**src/rtl/noc_pkg.sv**
```systemverilog
// Shared NoC definitions: header layout, receive deframer states and a saturating counter helper.
package noc_pkg;

  localparam int NOC_HDR_DST_MSB = 31;
  localparam int NOC_HDR_DST_LSB = 24;
  localparam int NOC_HDR_SRC_MSB = 23;
  localparam int NOC_HDR_SRC_LSB = 16;
  localparam int NOC_HDR_LEN_MSB = 15;
  localparam int NOC_HDR_LEN_LSB = 0;

  typedef struct packed {
    logic [7:0]  dst;
    logic [7:0]  src;
    logic [15:0] len;
  } noc_hdr_t;

  typedef enum logic [1:0] {
    HDR   = 2'd0,
    PAY   = 2'd1,
    DRAIN = 2'd2
  } rx_deframer_state_e;

  function automatic logic [7:0] sat_inc8(input logic [7:0] value);
    return (value == 8'hFF) ? value : value + 8'd1;
  endfunction

endpackage

```
**src/rtl/noc_out_reg.sv**
```systemverilog
// One-entry registered AXI-Stream slice; accepts a new beat in the same cycle the held one drains.
module noc_out_reg #(
  parameter int W  = 32,
  parameter int KW = W / 8
) (
  input  logic          clk_out,
  input  logic          clk_out_rst_high,
  input  logic          in_valid,
  input  logic [W-1:0]  in_data,
  input  logic [KW-1:0] in_keep,
  input  logic          in_last,
  output logic          in_ready,
  output logic          out_valid,
  output logic [W-1:0]  out_data,
  output logic [KW-1:0] out_keep,
  output logic          out_last,
  input  logic          out_ready
);

  assign in_ready = ~out_valid | out_ready;

  // Holding register: load on handshake, otherwise empty once the consumer takes the beat.
  always_ff @(posedge clk_out or posedge clk_out_rst_high) begin
    if (clk_out_rst_high) begin
      out_valid <= 1'b0;
      out_data  <= '0;
      out_keep  <= '0;
      out_last  <= 1'b0;
    end else if (in_valid && in_ready) begin
      out_valid <= 1'b1;
      out_data  <= in_data;
      out_keep  <= in_keep;
      out_last  <= in_last;
    end else if (out_ready) begin
      out_valid <= 1'b0;
    end
  end

endmodule

```
**src/rtl/noc_rx_deframer.sv**
```systemverilog
// Receive NoC deframer: decodes the header word to sideband and forwards the payload beats.
// Build option NOC_RX_LEN_CHECK_EN enforces hdr_len against the TLAST framing.
module noc_rx_deframer
  import noc_pkg::*;
#(
  parameter int BW    = 32,
  parameter int BWB   = BW / 8,
  parameter int CNT_W = 16
) (
  input  logic             clk_out,
  input  logic             clk_out_rst_high,
  input  logic             stream_in_TVALID,
  input  logic [BW-1:0]    stream_in_TDATA,
  input  logic [BWB-1:0]   stream_in_TKEEP,
  input  logic             stream_in_TLAST,
  output logic             stream_in_TREADY,
  output logic             stream_out_TVALID,
  output logic [BW-1:0]    stream_out_TDATA,
  output logic [BWB-1:0]   stream_out_TKEEP,
  output logic             stream_out_TLAST,
  input  logic             stream_out_TREADY,
  output logic             hdr_valid,
  output logic [7:0]       hdr_dst,
  output logic [7:0]       hdr_src,
  output logic [15:0]      hdr_len,
  output logic             len_err,
  output logic [CNT_W-1:0] pkt_count,
  output logic [7:0]       err_count
);

`ifdef NOC_RX_LEN_CHECK_EN
  localparam bit LEN_CHECK = 1'b1;
`else
  localparam bit LEN_CHECK = 1'b0;
`endif

  localparam logic [CNT_W-1:0] CNT_ONE = {{(CNT_W-1){1'b0}}, 1'b1};

  rx_deframer_state_e state_r;
  logic [15:0] beat_cnt_r;
  logic [15:0] beat_num_s;
  noc_hdr_t    hdr_s;
  logic        slot_ready_s;
  logic        in_ready_s;
  logic        fire_s;
  logic        load_s;
  logic        load_last_s;
  logic        short_s;
  logic        over_s;
  logic        hdr_err_s;

  // Header decode, length-rule evaluation and per-state input readiness.
  always_comb begin
    hdr_s.dst   = stream_in_TDATA[NOC_HDR_DST_MSB:NOC_HDR_DST_LSB];
    hdr_s.src   = stream_in_TDATA[NOC_HDR_SRC_MSB:NOC_HDR_SRC_LSB];
    hdr_s.len   = stream_in_TDATA[NOC_HDR_LEN_MSB:NOC_HDR_LEN_LSB];
    beat_num_s  = beat_cnt_r + 16'd1;
    short_s     = LEN_CHECK & stream_in_TLAST & (beat_num_s < hdr_len);
    over_s      = LEN_CHECK & ~stream_in_TLAST & (beat_num_s == hdr_len);
    hdr_err_s   = LEN_CHECK & (stream_in_TLAST ? (hdr_s.len != 16'd0) : (hdr_s.len == 16'd0));
    load_last_s = stream_in_TLAST | over_s;
    case (state_r)
      PAY:     in_ready_s = slot_ready_s;
      default: in_ready_s = 1'b1;
    endcase
  end

  assign stream_in_TREADY = in_ready_s & ~clk_out_rst_high;
  assign fire_s           = stream_in_TVALID & stream_in_TREADY;
  assign load_s           = fire_s & (state_r == PAY);

  // Framing FSM with registered sideband, error pulse and counters.
  always_ff @(posedge clk_out or posedge clk_out_rst_high) begin
    if (clk_out_rst_high) begin
      state_r    <= HDR;
      beat_cnt_r <= 16'd0;
      hdr_valid  <= 1'b0;
      hdr_dst    <= 8'd0;
      hdr_src    <= 8'd0;
      hdr_len    <= 16'd0;
      len_err    <= 1'b0;
      pkt_count  <= '0;
      err_count  <= 8'd0;
    end else begin
      hdr_valid <= 1'b0;
      len_err   <= 1'b0;
      if (fire_s) begin
        case (state_r)
          HDR: begin
            hdr_dst    <= hdr_s.dst;
            hdr_src    <= hdr_s.src;
            hdr_len    <= hdr_s.len;
            hdr_valid  <= 1'b1;
            beat_cnt_r <= 16'd0;
            if (hdr_err_s) begin
              len_err   <= 1'b1;
              err_count <= sat_inc8(err_count);
            end
            if (stream_in_TLAST) begin
              pkt_count <= pkt_count + CNT_ONE;
              state_r   <= HDR;
            end else if (hdr_err_s) begin
              state_r <= DRAIN;
            end else begin
              state_r <= PAY;
            end
          end
          PAY: begin
            beat_cnt_r <= beat_num_s;
            if (short_s || over_s) begin
              len_err   <= 1'b1;
              err_count <= sat_inc8(err_count);
            end
            if (stream_in_TLAST) begin
              pkt_count <= pkt_count + CNT_ONE;
              state_r   <= HDR;
            end else if (over_s) begin
              state_r <= DRAIN;
            end
          end
          DRAIN: begin
            if (stream_in_TLAST) begin
              pkt_count <= pkt_count + CNT_ONE;
              state_r   <= HDR;
            end
          end
          default: state_r <= HDR;
        endcase
      end
    end
  end

  noc_out_reg #(
    .W  (BW),
    .KW (BWB)
  ) u_out_reg (
    .clk_out          (clk_out),
    .clk_out_rst_high (clk_out_rst_high),
    .in_valid         (load_s),
    .in_data          (stream_in_TDATA),
    .in_keep          (stream_in_TKEEP),
    .in_last          (load_last_s),
    .in_ready         (slot_ready_s),
    .out_valid        (stream_out_TVALID),
    .out_data         (stream_out_TDATA),
    .out_keep         (stream_out_TKEEP),
    .out_last         (stream_out_TLAST),
    .out_ready        (stream_out_TREADY)
  );

endmodule
```
**config.mk**
```make
export PLATFORM = sky130hd
export DESIGN_NAME = noc_rx_deframer
export DESIGN_NICKNAME = d
export VERILOG_FILES = /design/src/rtl/noc_pkg.sv /design/src/rtl/noc_out_reg.sv /design/src/rtl/noc_rx_deframer.sv
export SDC_FILE = /design/constraint.sdc
export NUM_CORES = 1
export LEC_CHECK = 0
export BUFFER_PORTS_ARGS = -buffer_cell sky130_fd_sc_hd__buf_2
export CORE_MARGIN = 2
export CORE_UTILIZATION = 25
export DETAILED_ROUTE_END_ITERATION = 10
export HOLD_SLACK_MARGIN = 0.05
export PLACE_DENSITY = 0.42
export SYNTH_ARGS = -nofsm -noshare
export SYNTH_HDL_FRONTEND = slang
export SYNTH_SLANG_ARGS = --single-unit
```
**constraint.sdc**
```tcl
create_clock -name clk_out -period 3.12 [get_ports clk_out]
set_input_delay 0.312 -clock clk_out [delete_from_list [all_inputs] [get_ports clk_out]]
set_output_delay 0.312 -clock clk_out [all_outputs]
set_load 0.03 [all_outputs]
```
; ---- Word level (Yosys, flattened, before mapping)
; Index checks and enable logic that the tools add are counted.
[word_totals]
ram_bits = 0
n_memories = 0
input_bits = 41
latchBits = 0
mem_bits_ro = 0
out_inout_bits = 97
reg_bits = 89
wordCells = 36
[classes]
shift = 0
multipliers = 0
div = 0
n_bitwise = 6
reduce_logical = 8
n_eq_ne = 3
n_mux = 8
magnitude_cmp = 0
add_sub_neg = 1
[ops]
columns = operator, count
row1 = $add 16x1->16 const B, 1
row2 = $mux 1, 6
row3 = $pmux 2 s2, 1
row4 = $reduce_and 2->1, 2
row5 = $and 1x1->1, 3
row6 = $reduce_and 3->1, 1
row7 = $reduce_or 3->1, 1
row8 = $eq 2x1->1 const B, 1
row9 = $eq 2x2->1 const B, 1
row10 = $logic_not 2->1, 1
row11 = $mux 2, 1
row12 = $ne 2x1->1 const B, 1
row13 = $not 1->1, 2
row14 = $reduce_bool 2->1, 1
row15 = $reduce_or 2->1, 1
row16 = $logic_and 1x1->1, 1
row17 = $or 1x1->1, 1

; ---- Longest topological paths before layout
; Gate-level depths: netlist (run 1).
[depth]
depth_word = 8
depth_mapped = 5
ltp_nobuf = 5

; ---- Cells and area by module
; From an unflattened synthesis (run 1), not the netlist that was laid out.
[unflattened]
hier_cells = 231
area_unflattened_um2 = 3704.8
[by_module_without_submodules]
columns = module, n_inst, area_per_inst_um2, cells_each
row1 = noc_rx_deframer, 1, 2128.3, 149
row2 = noc_out_reg, 1, 1576.5, 82

; ---- Worst setup path before layout (run 1)
; Ideal clock, no wire load.
[synth_timing]
kind = in2out
start = input clk_out_rst_high
end = output stream_in_TREADY
t_arrival_ns = 2.642
path_slack_ns = 0.166
cell_stages = 2
path_buffers = 0
path_cell_list = inv_1 > and2_1
[synth_via]
elab_chain_cells = 2
[synth_lines]
columns = item, line
row1 = start: declaration, noc_rx_deframer.sv:11  ; input logic clk_out_rst_high,
row2 = $not 1->1, noc_rx_deframer.sv:68  ; assign stream_in_TREADY = in_ready_s & ~clk_out_rst_high;
row3 = $and 1x1->1, noc_rx_deframer.sv:68
row4 = end: declaration, noc_rx_deframer.sv:16  ; output logic stream_in_TREADY,
; Every way passes these cells.

; ---- Worst setup path in the final report (run 1)
[layout_timing]
start = register u_out_reg.out_valid
end = register u_out_reg.out_data[4]
[layout_via]
elab_chain_cells = 7
[layout_lines]
columns = item, line
row1 = start: declaration, noc_out_reg.sv:13  ; output logic out_valid,
row2 = start signal: assignment, noc_out_reg.sv:25  ; out_valid <= 1'b0;
row3 = start signal: assignment, noc_out_reg.sv:30  ; out_valid <= 1'b1;
row4 = start signal: assignment, noc_out_reg.sv:35  ; out_valid <= 1'b0;
row5 = $not 1->1 (*), noc_out_reg.sv:20  ; assign in_ready = ~out_valid | out_ready;
row6 = $or 1x1->1 (*), noc_out_reg.sv:20
row7 = $mux 1, noc_rx_deframer.sv:62  ; case (state_r)
row8 = $and 1x1->1, noc_rx_deframer.sv:68
row9 = $and 1x1->1, noc_rx_deframer.sv:69  ; assign fire_s = stream_in_TVALID & stream_in_TREADY;
row10 = $and 1x1->1, noc_rx_deframer.sv:70  ; assign load_s = fire_s & (state_r == PAY);
row11 = $logic_and 1x1->1 (*), noc_out_reg.sv:29  ; end else if (in_valid && in_ready) begin
row12 = end signal: assignment, noc_out_reg.sv:31  ; out_data <= in_data;
row13 = end: declaration, noc_out_reg.sv:14  ; output logic [W-1:0] out_data,
; Every way passes the cells marked *; elsewhere a longest branch is shown, timed or not.
; A chain may end at the register's enable or synchronous reset.

==> flow_summary.rst, run 1 <==
.. list-table::
   :header-rows: 1

   * - Metric
     - Value
   * - Cell depth of the worst flop-to-flop path
     - 3
   * - Via total after detailed routing
     - 2337
   * - CTS tree
     - built
   * - Std cell rows
     - 45
   * - Routed WL per cell
     - 14.9 um
   * - Number of top-level design ports
     - 138
   * - Maximum clock frequency
     - between 500 and 600 MHz
   * - Commonest non-fill, non-tap cell in the layout
     - sky130_fd_sc_hd__buf_2
   * - Antenna Nets Post-Route
     - 0
   * - Number of setup buffers added after CTS
     - 0
   * - Combined global-route utilization of all metal layers
     - 10.6%
   * - Max Transition Viols Final
     - 0
   * - Power Density
     - just under 900 nW/um2
   * - Sequential share of the synthesized area
     - 57.4%
   * - Root Buffer Master
     - sky130_fd_sc_hd__clkbuf_16
   * - Final RePlAce weighted congestion
     - 0.663
   * - Die Wd
     - 128 um
   * - Required arrival time at the worst endpoint
     - 3.35 ns
   * - Count of TritonRoute iterations in the first routing pass
     - 4
   * - Sum of net half-perimeters after detailed placement
     - just under 6000 um
   * - Relative contribution of the clock network to total power
     - around a quarter
   * - Critical-path maximum fanout
     - 37
   * - Wire length of the first global-routing pass
     - 13200 um
   * - Maximum number of pins on one net before global-route repair
     - between 50 and 60
   * - Type of element launching the critical path
     - register
   * - Count of hold-fix buffers inserted at cts
     - 0
   * - Part of the power in combinational logic
     - 35.4%
   * - Dominant cell type by area after synthesis
     - sky130_fd_sc_hd__dfrtp_1
   * - Total core area
     - approximately 15000 um2
   * - Final Skew
     - 0.00548 ns
   * - Max-cap viol count
     - 0
   * - DRC errors left
     - 0
   * - Layout cells sized above 1
     - roughly three fifths
   * - Number of filler cells placed in the layout
     - 1528
   * - Area taken by flip-flops and latches
     - 2200 um2
   * - Ys Warns
     - 0
   * - Slew headroom
     - 51.3%
   * - # port buffers
     - 128
   * - Type of the worst setup path
     - register to register
   * - Number of nets at the end of the flow
     - 410
   * - Cell area after technology mapping
     - about 3800 um2
   * - Sw Share
     - 37.0%
   * - Cts bufs inserted
     - 9
   * - H-tree depth
     - 3
   * - Vias in the first global route
     - 2461
   * - Net switching component of the power
     - 1570 uW
   * - Clock tree buffer depth
     - 2
   * - Type of element capturing the critical path
     - register
   * - TNS Setup
     - 0 ns
   * - Gate Count Post-Synth
     - 236
   * - Initial core utilization
     - 25.4%
   * - Arr. time, crit path
     - around 1.9 ns
   * - Vertical extent of the die
     - roughly 130 um
   * - Flops & latches, synth
     - 88
   * - Leading cell types by total area after synthesis
     - sky130_fd_sc_hd__dfrtp_1, sky130_fd_sc_hd__mux2_4, sky130_fd_sc_hd__mux2_1
   * - Total internal power
     - between 2000 and 3000 uW
   * - Reg clk slew, reported paths
     - 0.06 ns
   * - Overflow left after global routing
     - 0
   * - Leak
     - 0.00242 uW
   * - Vias/cell
     - between 4 and 5
   * - Area used by multi-input combinational logic
     - 1460 um2
   * - Result of the run
     - finished, final reports clean
   * - Final routed wirelength across all metal layers
     - between 8000 and 9000 um
   * - Antenna violations before repair
     - 0
   * - Die area
     - between 15000 and 20000 um2
   * - Final cycle utilization of the critical path
     - 54.2%
   * - Cell variety after synth
     - 30
   * - Resize count post-CTS
     - 0
   * - WHS
     - around 0.13 ns
   * - Maximum resistive drop on vdd
     - 0.330 mV
   * - Mean instance size in the synthesized netlist
     - 16.2 um2
   * - Initial detailed-routing violation count
     - 71
   * - Yosys top cell area share
     - 57.4%
   * - Leading cell types in the layout, fill and taps excluded
     - sky130_fd_sc_hd__buf_2, sky130_fd_sc_hd__dfrtp_1, sky130_fd_sc_hd__mux2_4, sky130_fd_sc_hd__xnor2_1, sky130_fd_sc_hd__mux2_1
   * - RSZ-0062 raised after global routing
     - no
   * - Layout overhead on the synthesized area
     - 27.3%
   * - Worst skew pair latency
     - 0.35 ns
   * - Clock sink total
     - about 90
   * - Count of endpoints failing hold in the final timing report
     - 0
   * - Final setup vio count
     - 0
   * - Slew of the pin with the lowest slew margin
     - around 0.73 ns
   * - Worst hold path class
     - input port to asynchronous set/reset pin
   * - Sequential share of power
     - 39.1%
   * - Clock period minus worst slack
     - 1.69 ns
   * - Total inserted antenna cells
     - 0
==> kinds of logic (layout without fill, tap and decap cells) <==
family	after synthesis	in the layout	share of synthesized area, %
DFF	88	88	57.4
muxes	69	69	26.0
and+or+nand+nor	40	40	7.25
buffers and inverters	22	151	5.42
xor gates and xnor gates	15	15	3.43
adders and majority gates	1	1	0.326
other	1	9	0.0978
==> per-layer routing <==
metal | up-vias | global-route usage (%) | wire [um]
met5 | - | 0 | 0
li1 | 1061 | - | -
met2 | 96 | 15.3 | 3620
met1 | 1164 | 13.8 | 3880
met4 | 0 | 6.72 | 260
met3 | 16 | 3.38 | 592
==> registers in the layout, summed over array words and instances, names as in the netlist <==
signal	flops
u_out_reg.out_valid	1
hdr_len	16
u_out_reg.out_keep	4
hdr_valid	1
state_r	1
hdr_dst	8
u_out_reg.out_data	32
hdr_src	8
pkt_count	16
u_out_reg.out_last	1
==> synth_stat cells <==
master	n
sky130_fd_sc_hd__nand3b_1	1
sky130_fd_sc_hd__xor2_1	4
sky130_fd_sc_hd__nand2_1	9
sky130_fd_sc_hd__and2_1	1
sky130_fd_sc_hd__and3_1	4
sky130_fd_sc_hd__nand3_2	1
sky130_fd_sc_hd__nor2b_4	1
sky130_fd_sc_hd__dfrtp_1	88
sky130_fd_sc_hd__nand2b_1	1
sky130_fd_sc_hd__nor2_1	3
sky130_fd_sc_hd__nand3_1	4
sky130_fd_sc_hd__nor4_2	1
sky130_fd_sc_hd__buf_12	3
sky130_fd_sc_hd__and3_4	1
sky130_fd_sc_hd__nor4b_2	1
sky130_fd_sc_hd__and2b_1	1
sky130_fd_sc_hd__nor3_1	3
sky130_fd_sc_hd__mux2_4	59
sky130_fd_sc_hd__mux2_1	10
sky130_fd_sc_hd__inv_1	3
sky130_fd_sc_hd__conb_1	1
sky130_fd_sc_hd__nand3_4	1
sky130_fd_sc_hd__buf_4	10
sky130_fd_sc_hd__buf_6	5
sky130_fd_sc_hd__xnor2_1	11
sky130_fd_sc_hd__nor4_4	1
sky130_fd_sc_hd__nand4_2	1
sky130_fd_sc_hd__nand4_1	5
sky130_fd_sc_hd__buf_2	1
sky130_fd_sc_hd__ha_1	1
==> power by group through the flow <==
stage | Sequential, uW | Combinational, uW | Clock [uW]
final | 1660 | 1500 | 1080
after global routing | 1700 | 1580 | 1170
after CTS | 1660 | 1520 | 1130
after detailed placement | 1670 | 1520 | 0
after global placement | 1670 | 1510 | 0
after floorplan | 2230 | 531 | 0
==> path summary, 6_finish.rpt <==
path / start / to / slack, ns
setup reg to reg: u_out_reg.out_valid / u_out_reg.out_data[4] / 1.43
setup / recovery: u_out_reg.out_valid / u_out_reg.out_data[4] / 1.43
min in group clk_out: stream_in_TKEEP[2] / u_out_reg.out_keep[2] / 0.20
max in group asynchronous: clk_out_rst_high / hdr_src[5] / 2.45
hold / removal: clk_out_rst_high / u_out_reg.out_valid / 0.13
hold reg to reg: pkt_count[15] / pkt_count[15] / 0.47
==> area by class of cell <==
class / count / area share [%]
Inverter: 3 / 0.256
Sequential cell: 88 / 45.1
Clock inverter: 2 / 0.205
Tap cell: 188 / 4.82
Clock buffer: 14 / 6.03
Timing Repair Buffer: 132 / 13.7
Multi-Input combinational cell: 134 / 29.8
==> per-stage QoR <==
step / instances / util [%] / setup WS, ns / instance area [um2] / power, uW
after CTS: 561 / 32.3 / 1.39 / 4880 / 4310
after global routing: 561 / 32.3 / 1.32 / 4880 / 4450
after detailed placement: 545 / 30.3 / 1.22 / 4580 / 3190
final: 561 / 32.3 / 1.43 / 4880 / 4240
after global placement: 545 / 30.3 / 1.25 / 4580 / 3180
after floorplan: 244 / - / 0.166 / 3860 / 2760
==> worst max-delay path, stage by stage, from the launching register on <==
cell and delay, ns:
sky130_fd_sc_hd__dfrtp_1 0.39, sky130_fd_sc_hd__nand2b_1 0.10, sky130_fd_sc_hd__and3_4 0.68, sky130_fd_sc_hd__mux2_1 0.39
(Power assumes the default switching activity.)
==> run 2: changes to the inputs <==
--- a/config.mk
+++ b/config.mk
@@ -10,7 +10,7 @@
 export CORE_UTILIZATION = 25
 export DETAILED_ROUTE_END_ITERATION = 10
 export HOLD_SLACK_MARGIN = 0.05
-export PLACE_DENSITY = 0.42
+export PLACE_DENSITY = 0.44
 export SYNTH_ARGS = -nofsm -noshare
 export SYNTH_HDL_FRONTEND = slang
 export SYNTH_SLANG_ARGS = --single-unit
==> constraint.sdc (replaced) <==
create_clock -name clk_out -period 1.55 [get_ports clk_out]
set_input_delay 0.155 -clock clk_out [delete_from_list [all_inputs] [get_ports clk_out]]
set_output_delay 0.155 -clock clk_out [all_outputs]
set_load 0.03 [all_outputs]
==> run 2 against run 1 <==
  * Clock power up 130%
  * Global-route usage barely moved
  * First-iteration DRC count fell by 55%
  * Critical path depth stayed put
  * Via count is 4.0% higher
  * Highest routed layer unchanged
==> flow_summary.rst, run 2 (same netlist as run 1, synthesis figures left out) <==
.. list-table::
   :header-rows: 1

   * - Metric
     - Value
   * - Type of the worst setup path
     - register to output port
   * - # port buffers
     - 128 (unchanged)
   * - Layout cells sized above 1
     - 53.5% (-4.7 points)
   * - Clock sink total
     - 88 (unchanged)
   * - Type of element launching the critical path
     - register
   * - Count of TritonRoute iterations in the first routing pass
     - 4 (unchanged)
   * - Worst skew pair latency
     - 0.34 ns (about the same)
   * - Root Buffer Master
     - sky130_fd_sc_hd__clkbuf_16
   * - Antenna violations before repair
     - 0 (unchanged)
   * - Required arrival time at the worst endpoint
     - 1.39 ns (-1.96 ns)
   * - Final routed wirelength across all metal layers
     - 8370 um (+0.22%)
   * - Maximum number of pins on one net before global-route repair
     - 89 (+65%)
   * - Layout overhead on the synthesized area
     - 40.6%
   * - Terminus of the critical flop-to-flop path
     - u_out_reg.out_data[7]
   * - Routed WL per cell
     - 13.9 um (-6.5%)
   * - Type of element capturing the critical path
     - output port
   * - Commonest non-fill, non-tap cell in the layout
     - sky130_fd_sc_hd__buf_2
   * - Maximum clock frequency
     - 705 MHz
   * - Worst hold path cell count
     - 2
   * - Worst min-delay path startpoint
     - stream_in_TDATA[7]
   * - Startpoint of the worst-slack reg-to-reg timing path
     - u_out_reg.out_valid
   * - Final Skew
     - 0.00375 ns (-0.00173 ns)
   * - Count of endpoints failing hold in the final timing report
     - 0 (unchanged)
   * - Die area
     - 16300 um2 (unchanged)
   * - Via total after detailed routing
     - 2430 (+4.0%)
   * - CP max stage cell
     - sky130_fd_sc_hd__dfrtp_1
   * - Number of flip-flops in the largest register
     - 32 (unchanged)
   * - Cell-by-cell listing of the critical path
     - nand3b_1 -> and2_1 -> buf_2
   * - Post-place instance area
     - 4700 um2 (+2.8%)
   * - Vertical extent of the die
     - 128 um (unchanged)
   * - Total inserted antenna cells
     - 0 (unchanged)
   * - Maximum resistive drop on vdd
     - 0.858 mV (+160%)
   * - Worst hold path class
     - input port to register
   * - Number of nets at the end of the flow
     - 450 (+9.8%)
   * - CTS tree
     - built
   * - Arr. time, crit path
     - 1.26 ns (-0.66 ns)
   * - H-tree depth
     - 3 (unchanged)
   * - Largest register by flop count
     - u_out_reg.out_data
   * - Total core area
     - 15100 um2 (unchanged)
   * - Total Power Consumption
     - 8940 uW (+110%)
   * - Maximum cell stage delay along the critical path
     - 0.41 ns (-0.27 ns)
   * - Max Transition Viols Final
     - 0 (unchanged)
   * - Leak
     - 0.00262 uW (+8.3%)
   * - Initial detailed-routing violation count
     - 32 (-55%)
   * - Resize count post-CTS
     - 0 (unchanged)
   * - Antenna Nets Post-Route
     - 0 (unchanged)
   * - Cts bufs inserted
     - 9 (unchanged)
   * - Number of top-level design ports
     - 138 (unchanged)
   * - Layout Cells excl Fill
     - 601 (+7.1%)
   * - Number of setup buffers added after CTS
     - 0 (unchanged)
   * - Result of the run
     - finished, final reports clean
   * - RSZ-0062 raised after global routing
     - no
   * - Initial core utilization
     - 25.4% (unchanged)
   * - Sum of net half-perimeters after detailed placement
     - 5430 um (-5.7%)
   * - Combined global-route utilization of all metal layers
     - 10.6% (-0.030 points)
   * - Vias in the first global route
     - 2497 (+1.5%)
   * - Slack of the worst reg-to-reg path
     - 0.15 ns (-1.28 ns)
   * - Sink of the worst hold path
     - u_out_reg.out_data[7]
   * - Clock period minus worst slack
     - about 1.4 ns
   * - Reg clk slew, reported paths
     - 0.06 ns (about the same)
   * - Final cycle utilization of the critical path
     - between 90 and 100%
   * - Cell depth of the worst flop-to-flop path
     - 4 (+1)
   * - Max-cap viol count
     - 0 (unchanged)
   * - Largest registers
     - u_out_reg.out_data x32, hdr_len x16, pkt_count x16
   * - Final design area excluding fillers
     - 5390 um2 (+10%)
   * - Vias/cell
     - 4.04 (-2.9%)
   * - Overflow left after global routing
     - 0 (unchanged)
   * - WHS
     - 0.0693 ns (-0.0564 ns)
   * - Final setup vio count
     - 0 (unchanged)
   * - Count of placed standard cells including taps
     - 550 (+0.92%)
   * - Leading cell types in the layout, fill and taps excluded
     - sky130_fd_sc_hd__buf_2, sky130_fd_sc_hd__dfrtp_1, sky130_fd_sc_hd__mux2_4, sky130_fd_sc_hd__dlygate4sd3_1, sky130_fd_sc_hd__xnor2_1
   * - Wire length of the first global-routing pass
     - 13200 um (+0.42%)
   * - Final RePlAce weighted congestion
     - 0.672 (+1.2%)
   * - Critical-path maximum fanout
     - 5 (-86%)
   * - Clock tree buffer depth
     - 2 (unchanged)
   * - Std cell rows
     - 45 (unchanged)
   * - DRC errors left
     - 0 (unchanged)
   * - Power Density
     - 1660 nW/um2 (+91%)
   * - Die Wd
     - 128 um (unchanged)
[run 2: cell types whose count changed in the layout (fill, tap and decap cells not counted)]
cell,before,now
sky130_fd_sc_hd__dlygate4sd3_1,0,35
sky130_fd_sc_hd__buf_12,0,7
sky130_fd_sc_hd__clkbuf_8,5,0
sky130_fd_sc_hd__bufinv_16,0,3
sky130_fd_sc_hd__buf_4,4,2
sky130_fd_sc_hd__clkinvlp_4,0,2
sky130_fd_sc_hd__clkbuf_1,0,1
sky130_fd_sc_hd__clkinv_2,3,2
[run 2: area by class of cell]
class                           instances  area [um2]
Fill cell                            1481        9700
Sequential cell                        88        2200
Multi-Input combinational cell        134        1460
Timing Repair Buffer                  172        1150
Tap cell                              188         235
Clock buffer                           10         229
Clock inverter                          6         108
Inverter                                3        15.0
[run 2: what timing repair did]
| action | 4_1_cts | 5_1_grt |
|---|---|---|
| endpoints found under the setup margin | 0 | 1 |
| hold buffers | 35 | 1 |
| endpoints found under the hold margin | 151 | 15 |
[run 2: critical path: cells and delay by family (launching register included)]
| kind | cells | cell delay [ns] |
|---|---|---|
| DFF | 1 | 0.41 |
| and+or+nand+nor | 2 | 0.31 |
| buffers and inverters | 1 | 0.20 |
[run 2: worst max-delay path by stage]
stage,slack [ns],endpoint,startpoint
CTS,0.008,stream_in_TREADY,clk_out_rst_high
floorplan,-0.52,stream_in_TREADY,clk_out_rst_high
detailed placement,0.13,u_out_reg.out_data[7],clk_out_rst_high
global placement,0.16,u_out_reg.out_data[5],clk_out_rst_high
finish,0.13,stream_in_TREADY,state_r[0]
global route,0.02,pkt_count[14],pkt_count[3]
[run 2: power by group]
part / total, uW / internal, uW / switching (uW)
registers: 3290 / 2900 / 388
clock network: 2470 / 1570 / 904
logic: 3180 / 1290 / 1890
[run 2: per-layer routing]
metal / wire, um / vias to the layer above / GRT usage [%]
met1: 3780 / 1205 / 13.2
li1: - / 1133 / -
met4: 176 / 0 / 4.85
met2: 3890 / 80 / 16.3
met5: 0 / - / 0
met3: 521 / 12 / 4.05
[run 2: stage by stage]
step           setup WS, ns  TNS, ns  utilization [%]
6_report              0.131        0             35.7
5_1_grt              0.0246        0             35.7
3_3_place_gp          0.165        0             31.2
3_5_place_dp          0.127        0             31.2
2_1_floorplan        -0.516   -0.516                -
4_1_cts             0.00757        0             35.7
==> run 3: changes to the inputs <==
--- a/config.mk
+++ b/config.mk
@@ -7,10 +7,11 @@
 export LEC_CHECK = 0
 export BUFFER_PORTS_ARGS = -buffer_cell sky130_fd_sc_hd__buf_2
 export CORE_MARGIN = 2
-export CORE_UTILIZATION = 25
+export CORE_UTILIZATION = 28
 export DETAILED_ROUTE_END_ITERATION = 10
 export HOLD_SLACK_MARGIN = 0.05
-export PLACE_DENSITY = 0.44
+export PLACE_DENSITY = 0.48
 export SYNTH_ARGS = -nofsm -noshare
 export SYNTH_HDL_FRONTEND = slang
+export SYNTH_HIERARCHICAL = 1
 export SYNTH_SLANG_ARGS = --single-unit
==> run 3 against run 2 <==
  * Worst setup slack got worse by 0.039 ns
  * Total power fell by 1.9%
  * Final cell count fell by 2.5%
  * Register-to-register slack got worse by 0.06 ns
  * Critical path type is now register to register
  * Flip-flop and latch count did not move
  * Fmax fell by 2.7%
  * Critical endpoint is now pkt_count[14]
==> flow_summary.rst, run 3 <==
.. list-table::
   :header-rows: 1

   * - Metric
     - Value
   * - Result of the run
     - finished, final reports clean
   * - Antenna Nets Post-Route
     - 0 (unchanged)
   * - Final RePlAce weighted congestion
     - 0.745 (+11%)
   * - Wire length of the first global-routing pass
     - 13400 um (+1.5%)
   * - CTS tree
     - built
   * - Worst skew pair latency
     - 0.34 ns (about the same)
   * - Number of nets at the end of the flow
     - 447 (-0.67%)
   * - Global routing usage on met1
     - 16.4% (+3.2 points)
   * - Cell area after technology mapping
     - 3700 um2 (-3.4%)
   * - Cts bufs inserted
     - 9 (unchanged)
   * - Top cells by instance count after synthesis
     - sky130_fd_sc_hd__dfrtp_1, sky130_fd_sc_hd__mux2_2, sky130_fd_sc_hd__mux2_4
   * - Vias in the first global route
     - 2499 (+0.080%)
   * - Layout overhead on the synthesized area
     - 41.1%
   * - Sum of net half-perimeters after detailed placement
     - 6020 um (+11%)
   * - Std cell rows
     - 42 (-6.7%)
   * - Final Skew
     - 0.00655 ns (+0.00280 ns)
   * - Worst min-delay path startpoint
     - stream_in_TDATA[30]
   * - Clock tree buffer depth
     - 2 (unchanged)
   * - Dominant cell type by area after synthesis
     - sky130_fd_sc_hd__dfrtp_1
   * - TNS Setup
     - 0 ns (unchanged)
   * - Sequential share of the synthesized area
     - 59.4% (+2.0 points)
   * - Total core area
     - 13100 um2 (-13%)
   * - Most common cell in the netlist
     - sky130_fd_sc_hd__dfrtp_1
   * - Yosys top cell area share
     - 59.4% (+2.0 points)
   * - Cell variety after synth
     - 28 (-6.7%)
   * - Count of flip-flops with a built-in enable after synthesis
     - 0 (unchanged)
   * - Vias/cell
     - 4.15 (+2.6%)
   * - Post-synth top flop
     - sky130_fd_sc_hd__dfrtp_1
   * - Post-synth ARST share
     - 100% (unchanged)
   * - Post-place instance area
     - 4590 um2 (-2.3%)
   * - Number of flip-flops in the largest register
     - 32 (unchanged)
   * - Type of element capturing the critical path
     - register
   * - Critical path startpoint
     - pkt_count[0]
   * - Arr. time, crit path
     - 1.69 ns (+0.43 ns)
   * - Maximum resistive drop on vdd
     - 0.608 mV (-29%)
   * - Clock sink total
     - 88 (unchanged)
   * - Leading cell types by total area after synthesis
     - sky130_fd_sc_hd__dfrtp_1, sky130_fd_sc_hd__mux2_4, sky130_fd_sc_hd__mux2_2
   * - Final setup vio count
     - 0 (unchanged)
   * - Routed WL per cell
     - 14.4 um (+3.7%)
   * - Power Density
     - 1680 nW/um2 (+1.1%)
   * - Final design area excluding fillers
     - 5230 um2 (-3.0%)
   * - Type of element launching the critical path
     - register
   * - Area taken by flip-flops and latches
     - 2210 um2 (+0.17%)
   * - Count of endpoints failing hold in the final timing report
     - 0 (unchanged)
   * - Vertical extent of the die
     - 119 um (-6.9%)
   * - Largest registers
     - u_out_reg/out_data x32, hdr_len x16, pkt_count x16
   * - Worst hold path class
     - input port to register
   * - Max-cap viol count
     - 0 (unchanged)
   * - Terminus of the critical flop-to-flop path
     - pkt_count[14]
   * - Max Transition Viols Final
     - 0 (unchanged)
   * - Leading cell types in the layout, fill and taps excluded
     - sky130_fd_sc_hd__buf_2, sky130_fd_sc_hd__dfrtp_1, sky130_fd_sc_hd__mux2_2, sky130_fd_sc_hd__dlygate4sd3_1, sky130_fd_sc_hd__mux2_4
   * - Die Wd
     - 119 um (-6.9%)
   * - Required arrival time at the worst endpoint
     - 1.78 ns (+0.39 ns)
   * - Maximum clock frequency
     - 686 MHz (-2.7%)
   * - Ys Warns
     - 6 (+6)
   * - Count of placed standard cells including taps
     - 539 (-2.0%)
   * - Worst hold path cell count
     - 2 (unchanged)
   * - Number of top-level design ports
     - 138 (unchanged)
   * - Initial core utilization
     - 28.3% (+2.9 points)
   * - Die area
     - 14200 um2 (-13%)
   * - Count of TritonRoute iterations in the first routing pass
     - 4 (unchanged)
   * - Peak-usage layer in the global routing report
     - met2
   * - Via total after detailed routing
     - 2431 (+0.041%)
   * - # port buffers
     - 128 (unchanged)
   * - Met2 track utilization from global routing
     - 18.8% (+2.5 points)
   * - Startpoint of the worst-slack reg-to-reg timing path
     - pkt_count[0]
   * - H-tree depth
     - 3 (unchanged)
   * - Clock period minus worst slack
     - 1.46 ns (+0.0387 ns)
   * - RSZ-0062 raised after global routing
     - no
   * - DP Worst Slack
     - 0.0733 ns (-0.0538 ns)
   * - Routing usage on met3
     - 2.92% (-1.1 points)
   * - Final cycle utilization of the critical path
     - 94.0% (+2.5 points)
   * - Root Buffer Master
     - sky130_fd_sc_hd__clkbuf_16
   * - Initial detailed-routing violation count
     - 79 (+150%)
   * - Flops & latches, synth
     - 88 (unchanged)
   * - Layout Cells excl Fill
     - 586 (-2.5%)
   * - Gate Count Post-Synth
     - 231 (-2.1%)
   * - Area used by multi-input combinational logic
     - 1400 um2 (-3.9%)
   * - Type of the worst setup path
     - register to register
   * - Layout cells sized above 1
     - 59.3% (+5.8 points)
   * - WHS
     - 0.0646 ns (-0.00470 ns)
   * - Antenna violations before repair
     - 0 (unchanged)
   * - Commonest non-fill, non-tap cell in the layout
     - sky130_fd_sc_hd__buf_2
   * - DRC errors left
     - 0 (unchanged)
   * - Cell depth of the worst flop-to-flop path
     - 5 (+1)
   * - Sink of the worst hold path
     - u_out_reg/out_data[30]
   * - Final worst slack
     - 0.0922 ns (-0.0387 ns)
   * - Total inserted antenna cells
     - 0 (unchanged)
   * - Number of filler cells placed in the layout
     - 1237 (-16%)
   * - Overflow left after global routing
     - 0 (unchanged)
   * - Combined global-route utilization of all metal layers
     - 12.4% (+1.8 points)
   * - Slack of the worst reg-to-reg path
     - 0.09 ns (-0.06 ns)
   * - Final routed wirelength across all metal layers
     - 8460 um (+1.1%)
   * - Largest register by flop count
     - u_out_reg/out_data
   * - Leak
     - 0.00262 uW (about the same)
   * - Critical-path maximum fanout
     - 4 (-1)
   * - Mean instance size in the synthesized netlist
     - 16.0 um2 (-1.3%)
   * - Reg clk slew, reported paths
     - 0.06 ns (about the same)
   * - Maximum number of pins on one net before global-route repair
     - 30 (-66%)
## run 3: cell types whose count changed in the layout (fill, tap and decap cells not counted), sizes merged, moves of 2 or more
cell	delta
xor2	+5
nand2	-4
nor2	+4
xnor2	-5
bufinv	-2
nand2b	+3
nand4	-3
dlygate4sd3	-5
buf	+3
clkinvlp	-2
inv	+2
clkbuf	+2
## run 3: per-stage QoR
stage          util, %  power, uW
2_1_floorplan        -       5570
3_3_place_gp      35.1       6500
3_5_place_dp      35.1       6540
4_1_cts           39.7       8840
5_1_grt           40.0       9210
6_report          40.0       8770
## run 3: metal layers
layer	up-vias	part of all wire, %
li1	1133	-
met1	1201	46
met2	84	46
met3	13	5.5
met4	0	2.1
met5	-	0
## run 3: worst max path at each step
stage,to,slack [ns],cells after the start
after floorplan,pkt_count[12],0.03,5
after global placement,pkt_count[14],0.09,5
after detailed placement,pkt_count[14],0.07,5
after CTS,stream_in_TREADY,0.03,3
after global routing,pkt_count[10],0.02,5
final,pkt_count[14],0.09,5
## run 3: worst max-delay path, cell delays in order, from the launching register on
cell and delay (ns):
sky130_fd_sc_hd__dfrtp_2 0.42, sky130_fd_sc_hd__ha_4 0.16, sky130_fd_sc_hd__nand4_4 0.12, sky130_fd_sc_hd__nor4_4 0.37
sky130_fd_sc_hd__nand3_1 0.14, sky130_fd_sc_hd__xnor2_1 0.14
## run 3: report_power, final
| group | switching [uW] | leakage [uW] | internal [uW] |
|---|---|---|---|
| logic | 1990 | 0.00142 | 1250 |
| registers | 388 | 0.00106 | 2940 |
| clock network | 898 | 0.000147 | 1300 |
## run 3: cell families after synthesis
kind of cell,Yosys count,synth area share [%]
multiplexers,70,24.3
flip-flops,88,59.4
buffers and inverters,18,4.36
AND/OR/NAND/NOR,38,7.90
XOR/XNOR,15,3.55
adder cells (fa/ha/maj),1,0.338
other,1,0.101
## run 3: repair_timing
item	CTS	global route
setup endpoints to repair	0	4
gates resized for setup	0	5
hold buffers	30	0
endpoints found under the hold margin	62	0
setup buffers	0	1
## run 3: area by class of cell
type                    count  share of cell area [%]
clock buffers              12                    4.71
clock inverters             4                    1.01
inverters                   3                   0.215
multi-input cells         133                    26.8
flip-flops and latches     88                    42.2
well taps                 176                    4.21
repair buffers            170                    20.9
